<file path="config.mk">
export PLATFORM = sky130hd
export DESIGN_NAME = mem_access_stage
export DESIGN_NICKNAME = d
export VERILOG_FILES = /design/src/rtl/mem_access_stage.sv
export SDC_FILE = /design/constraint.sdc
export NUM_CORES = 1
export LEC_CHECK = 0
export ABC_AREA = 0
export BUFFER_PORTS_ARGS = -buffer_cell sky130_fd_sc_hd__buf_2
export CAP_MARGIN = 5
export CORE_AREA = 4 4 144 146
export DETAILED_ROUTE_END_ITERATION = 10
export DIE_AREA = 0 0 148 150
export GPL_TIMING_DRIVEN = 0
export PLACE_DENSITY = 0.76
export SLEW_MARGIN = 10
export SYNTH_ARGS = -nofsm -noshare
export SYNTH_HDL_FRONTEND = slang
export SYNTH_SLANG_ARGS = --single-unit
export TNS_END_PERCENT = 1
</file>
<file path="constraint.sdc">
create_clock -name clk -period 3.2 [get_ports clk]
set_clock_uncertainty 0.15 [all_clocks]
set_input_delay 0 -clock clk [delete_from_list [all_inputs] [get_ports clk]]
set_output_delay 0 -clock clk [all_outputs]
set_load 0.03 [all_outputs]
</file>
<file path="src/rtl/mem_access_stage.sv">
//-----------------------------------------------------------------------------
// mem_access_stage
//
// MEM stage of a five-stage pipeline. It takes the EX/MEM bundle, performs at
// most one data-memory access per instruction over a simple req/ack bus, and
// produces the registered MEM/WB bundle for the writeback stage.
//
// Ports
//   clk, rst            : clock (rising edge) and synchronous active-high reset
//   in_valid            : EX/MEM instruction present
//   in_Instruction,
//   in_PC_plus_4,
//   in_Alu_result,
//   in_Store_data       : EX/MEM payload (in_Alu_result doubles as the address)
//   in_MemRead,
//   in_MemWrite, in_Jal,
//   in_MemtoReg,
//   in_RegDst,
//   in_RegWrite         : EX/MEM control bits
//   mem_stall           : combinational stall back to the upstream stages
//   dmem_req, dmem_we,
//   dmem_addr,
//   dmem_wdata          : data-memory request (held stable while accessing)
//   dmem_ack, dmem_rdata: data-memory response
//   Instruction,
//   PC_plus_4,
//   Mem_read_data,
//   Alu_result, Jal,
//   MemtoReg, RegDst,
//   RegWrite, wb_valid  : registered MEM/WB bundle
//   misalign_err        : pulse in the cycle a misaligned memory op is presented
//   bus_err             : sticky, set when an access times out; cleared by rst
//
// TIMEOUT_CYCLES (1..255) is the number of ACCESS cycles granted to dmem_ack.
//-----------------------------------------------------------------------------
`timescale 1ns/1ps
module mem_access_stage #(
    parameter int unsigned TIMEOUT_CYCLES = 15
) (
    input  logic        clk,
    input  logic        rst,
    input  logic        in_valid,
    input  logic [31:0] in_Instruction,
    input  logic [31:0] in_PC_plus_4,
    input  logic [31:0] in_Alu_result,
    input  logic [31:0] in_Store_data,
    input  logic        in_MemRead,
    input  logic        in_MemWrite,
    input  logic        in_Jal,
    input  logic        in_MemtoReg,
    input  logic        in_RegDst,
    input  logic        in_RegWrite,
    output logic        mem_stall,
    output logic        dmem_req,
    output logic        dmem_we,
    output logic [31:0] dmem_addr,
    output logic [31:0] dmem_wdata,
    input  logic        dmem_ack,
    input  logic [31:0] dmem_rdata,
    output logic [31:0] Instruction,
    output logic [31:0] PC_plus_4,
    output logic [31:0] Mem_read_data,
    output logic [31:0] Alu_result,
    output logic        Jal,
    output logic        MemtoReg,
    output logic        RegDst,
    output logic        RegWrite,
    output logic        wb_valid,
    output logic        misalign_err,
    output logic        bus_err
);

    typedef enum logic [0:0] {
        ST_IDLE   = 1'b0,
        ST_ACCESS = 1'b1
    } state_t;

    // Counter value seen during the last ACCESS cycle that may still be acked.
    localparam logic [7:0] TIMEOUT_LAST = 8'(TIMEOUT_CYCLES - 32'd1);

    state_t      state_r;
    state_t      state_nxt_s;
    logic [7:0]  acc_cnt_r;

    logic        mem_op_s;
    logic        aligned_s;
    logic        start_s;
    logic        complete_s;
    logic        kill_regwrite_s;
    logic        timeout_s;
    logic        mem_stall_s;
    logic        misalign_s;
    logic [31:0] rdata_nxt_s;

    logic        dmem_req_r;
    logic        dmem_we_r;
    logic [31:0] dmem_addr_r;
    logic [31:0] dmem_wdata_r;

    logic [31:0] instruction_r;
    logic [31:0] pc_plus_4_r;
    logic [31:0] mem_read_data_r;
    logic [31:0] alu_result_r;
    logic        jal_r;
    logic        mem_to_reg_r;
    logic        reg_dst_r;
    logic        reg_write_r;
    logic        wb_valid_r;
    logic        bus_err_r;

    // Classify the presented instruction; a read+write op is treated as a write.
    always_comb begin
        mem_op_s  = in_valid & (in_MemRead | in_MemWrite);
        aligned_s = (in_Alu_result[1:0] == 2'b00);
    end

    // Next-state, stall and completion decode for the two-state access FSM.
    always_comb begin
        state_nxt_s     = state_r;
        start_s         = 1'b0;
        complete_s      = 1'b0;
        kill_regwrite_s = 1'b0;
        timeout_s       = 1'b0;
        mem_stall_s     = 1'b0;
        misalign_s      = 1'b0;
        rdata_nxt_s     = 32'h0000_0000;
        case (state_r)
            ST_IDLE: begin
                if (mem_op_s && aligned_s) begin
                    mem_stall_s = 1'b1;
                    start_s     = 1'b1;
                    state_nxt_s = ST_ACCESS;
                end else if (mem_op_s) begin
                    // Misaligned: retire immediately without touching the bus.
                    misalign_s      = 1'b1;
                    complete_s      = 1'b1;
                    kill_regwrite_s = 1'b1;
                end else if (in_valid) begin
                    complete_s = 1'b1;
                end else begin
                    complete_s = 1'b0;
                end
            end
            ST_ACCESS: begin
                if (dmem_ack) begin
                    // An ack in the final allowed cycle still wins over timeout.
                    complete_s  = 1'b1;
                    rdata_nxt_s = dmem_we_r ? 32'h0000_0000 : dmem_rdata;
                    state_nxt_s = ST_IDLE;
                end else if (acc_cnt_r == TIMEOUT_LAST) begin
                    complete_s      = 1'b1;
                    kill_regwrite_s = 1'b1;
                    timeout_s       = 1'b1;
                    state_nxt_s     = ST_IDLE;
                end else begin
                    mem_stall_s = 1'b1;
                end
            end
            default: begin
                state_nxt_s = ST_IDLE;
            end
        endcase
    end

    // FSM state, ACCESS-cycle counter and sticky bus error.
    always_ff @(posedge clk) begin
        if (rst) begin
            state_r   <= ST_IDLE;
            acc_cnt_r <= 8'd0;
            bus_err_r <= 1'b0;
        end else begin
            state_r   <= state_nxt_s;
            bus_err_r <= bus_err_r | timeout_s;
            if ((state_r == ST_ACCESS) && !complete_s) begin
                acc_cnt_r <= acc_cnt_r + 8'd1;
            end else begin
                acc_cnt_r <= 8'd0;
            end
        end
    end

    // Bus request registers: captured on entry to ACCESS so they stay stable
    // for the whole access, dropped when the access ends.
    always_ff @(posedge clk) begin
        if (rst) begin
            dmem_req_r   <= 1'b0;
            dmem_we_r    <= 1'b0;
            dmem_addr_r  <= 32'h0000_0000;
            dmem_wdata_r <= 32'h0000_0000;
        end else if (start_s) begin
            dmem_req_r   <= 1'b1;
            dmem_we_r    <= in_MemWrite;
            dmem_addr_r  <= in_Alu_result;
            dmem_wdata_r <= in_Store_data;
        end else if ((state_r == ST_ACCESS) && complete_s) begin
            dmem_req_r   <= 1'b0;
            dmem_we_r    <= 1'b0;
        end else begin
            dmem_req_r   <= dmem_req_r;
            dmem_we_r    <= dmem_we_r;
        end
    end

    // MEM/WB bundle: loaded when an instruction retires, otherwise a bubble
    // that clears wb_valid/RegWrite and holds the data fields.
    always_ff @(posedge clk) begin
        if (rst) begin
            instruction_r   <= 32'h0000_0000;
            pc_plus_4_r     <= 32'h0000_0000;
            mem_read_data_r <= 32'h0000_0000;
            alu_result_r    <= 32'h0000_0000;
            jal_r           <= 1'b0;
            mem_to_reg_r    <= 1'b0;
            reg_dst_r       <= 1'b0;
            reg_write_r     <= 1'b0;
            wb_valid_r      <= 1'b0;
        end else if (complete_s) begin
            instruction_r   <= in_Instruction;
            pc_plus_4_r     <= in_PC_plus_4;
            mem_read_data_r <= rdata_nxt_s;
            alu_result_r    <= in_Alu_result;
            jal_r           <= in_Jal;
            mem_to_reg_r    <= in_MemtoReg;
            reg_dst_r       <= in_RegDst;
            reg_write_r     <= in_RegWrite & ~kill_regwrite_s;
            wb_valid_r      <= 1'b1;
        end else begin
            reg_write_r     <= 1'b0;
            wb_valid_r      <= 1'b0;
        end
    end

    assign mem_stall     = mem_stall_s;
    assign misalign_err  = misalign_s;
    assign dmem_req      = dmem_req_r;
    assign dmem_we       = dmem_we_r;
    assign dmem_addr     = dmem_addr_r;
    assign dmem_wdata    = dmem_wdata_r;
    assign Instruction   = instruction_r;
    assign PC_plus_4     = pc_plus_4_r;
    assign Mem_read_data = mem_read_data_r;
    assign Alu_result    = alu_result_r;
    assign Jal           = jal_r;
    assign MemtoReg      = mem_to_reg_r;
    assign RegDst        = reg_dst_r;
    assign RegWrite      = reg_write_r;
    assign wb_valid      = wb_valid_r;
    assign bus_err       = bus_err_r;

endmodule
</file>
==> out/qor.csv <==
metric,value,unit
status,"finished, final reports clean",
largest net degree at the start of global routing,14,
critical path type,reg2reg,
most instantiated cells after synthesis,"dfxtp_1, nand2b_1, nand2_1",
CTS tree,built,
Final Cycle Share,0.919,
total CTS buffers,23,
Die Area,22200,sq um
fin crit period,2.94,ns
Synth Register Bits,209,
Max-Cap Viols,0,
vias per cell,4.88,
RSZ-0062 raised after global routing,false,
"Async S/R FF share, synth",0,
register area share after synthesis,0.513,
gpl congestion,0.848,
Startpoint Class,register,
fill cell count,1492,
FMAX,340,MHz
Reg2Reg Capture Point,dmem_we,
Die X,148,microns
top cell type's share of synthesized area,0.513,
gr ovfl total,0,
GR Util All Layers,0.253,
cell taking the most area after synthesis,dfxtp_1,
Core Box Area,19400,sq um
Initial Util,0.421,
share of cells above drive strength 1,0.297,
clock slew at reported path FFs,0.06,ns
worst skew pair latency,0.50,ns
most frequent cell after synthesis,dfxtp_1,
vias,8259,
root buffer cell,clkbuf_16,
"EDFF count, synth",0,
antenna violations before repair,1,
hold_sp,dmem_rdata[3],
number of global-route vias before repair,8800,
Reg2Reg Depth,7,
HP Class,in2reg,
I/O pins,372,
Longest Clk Path Bufs,3,
number of DRC markers in iteration 0,351,
yosys warns,0,
H-tree level count,1,
synthesized cell area,8160,sq um
Worst Hold End,Mem_read_data[3],
worst vdd ir,0.443,mV
Power Dens Cells,520,nW/um^2
Syn-to-layout area delta,57.5,%
Initial DRT Pass Iterations,5,
fin util,0.663,
Crit. End Element,register,
Synth Net Count,1017,
post-route setup TNS,0,ns
number of routed nets with antenna violations,0,
chip height,150,microns
R2R Path Start,state_r,
row count,51,
final setup fails,0,
Mapped Cells,845,
Critical Path AT,3.23,ns
R2R setup slack,0.26,ns
Worst path slowest cell,buf_1,
post-CTS setup buffer count,0,
I/O Buffers,370,
"slowest stage delay, CP",0.61,ns
global-route wire length before repair,45.9,mm
Routed wire per std cell,17.4,microns
Post-Route WL,29.4,mm
CP required,3.49,ns
clk sinks,209,
Worst Hold Depth,3,
final hold vios,0,
crit-path cells,"nor2b_1, and3b_1, clkbuf_1, buf_1, nand2_1, a21oi_1, dlygate4sd3_1",
Post-route DRC,0,
max-slew violations,0,
Max-slew headroom,0.476,
"Design Area, Final",12900,sq um
Syn Area/Cell,9.66,sq um
actual slew at the worst max-slew pin,0.779,ns
post-synthesis cell type count,32,
Lkg Pwr,6.08,nW
post-DP HPWL,18.9,mm
Layout Nets,1582,
placed inst area,10300,sq um
Area contributors post-synth,"dfxtp_1, nand2b_1, mux2i_1",
CP Max Fanout,10,
top_reg_cell synth,dfxtp_1,
[cells by family after synthesis]
group / after synthesis / share of synthesized area
mux: 99 / 0.121
fa+ha+maj: 2 / 0.00307
buf+inv: 64 / 0.0390
flops: 209 / 0.513
xor+xnor: 6 / 0.00644
simple gates: 362 / 0.236
compound gates: 103 / 0.0816
[routing by layer]
layer | track usage | up-vias | share of wire
li1 | - | 3918 | -
met1 | 0.288 | 3898 | 0.39
met2 | 0.451 | 340 | 0.51
met3 | 0.0572 | 103 | 0.063
met4 | 0.116 | 0 | 0.045
met5 | 0 | - | 0
[registers in the layout, indices dropped and copies added (netlist names), 8 cells and up]
register	count
Alu_result	32
Instruction	32
Mem_read_data	32
PC_plus_4	32
dmem_addr	32
dmem_wdata	32
acc_cnt_r	8
[through the flow]
stage	instances	hold slack (ns)	setup WS, ns	total power [W]
after floorplan	845	-0.0173	0.967	0.00340
after global placement	1480	0.0661	0.638	0.00373
after CTS	1691	0.0778	0.354	0.00671
after global routing	1692	0.0906	0.149	0.00692
final	1692	0.102	0.258	0.00668
after detailed placement	1480	0.0713	0.609	0.00374
[cells in the final DEF (no fill, tap or decap), types with 2 or more instances in the layout]
master and count:
nand2b_1 200, nor2b_1 3, nand3b_1 2, nor3b_1 2
clkbuf_16 23, nand4_1 3, nand3_1 2, xor2_1 4
buf_1 4, buf_2 372, a21oi_1 65, mux2i_1 99
a22o_1 32, clkinv_2 7, o21ai_0 3, clkbuf_1 48
nor2_1 15, nand2_1 127, dfxtp_1 209, ha_1 2
buf_6 10, bufinv_16 4, dlygate4sd3_1 170, clkbuf_8 4
xnor2_1 2
[report_power, final]
part / switching (W) / leakage [nW] / internal [W] / total (W)
registers: 0.0000640 / 1.71 / 0.00272 / 0.00279
logic: 0.000619 / 3.98 / 0.000471 / 0.00109
clock network: 0.00107 / 0.402 / 0.00173 / 0.00280
[worst max path at each step]
stage                 start  endpoint  slack, ns
2_1_floorplan  acc_cnt_r[0]   state_r       0.97
3_3_place_gp            rst  dmem_req       0.64
3_5_place_dp            rst  dmem_req       0.61
4_1_cts             state_r   dmem_we       0.35
5_1_grt             state_r   dmem_we       0.15
6_report            state_r   dmem_we       0.26
[layout make-up]
class | count | area (sq um) | share of cell area
Sequential cell | 209 | 4180 | 0.326
Multi-Input combinational cell | 572 | 3660 | 0.285
Timing Repair Buffer | 540 | 3550 | 0.276
Clock buffer | 28 | 634 | 0.0494
Tap cell | 265 | 332 | 0.0258
Buffer | 63 | 314 | 0.0244
Clock inverter | 13 | 171 | 0.0133
Inverter | 1 | 3.75 | 0.000292
Antenna cell | 1 | 2.50 | 0.000195
[worst max-delay path, delay by kind of cell (launching register included)]
kind / cells / cell delay (ns)
AO/OA/AOI/OAI: 1 / 0.15
AND/OR/NAND/NOR: 3 / 0.56
buffers and inverters: 3 / 1.66
flip-flops: 1 / 0.35
[timing repair]
action                                  4_1_cts  5_1_grt
endpoints found under the setup margin        0        0
resized for setup                             0        0
hold endpoints to repair                    206        0
hold buffers                                170        0
Note: power is estimated with default switching activity, not from simulation.
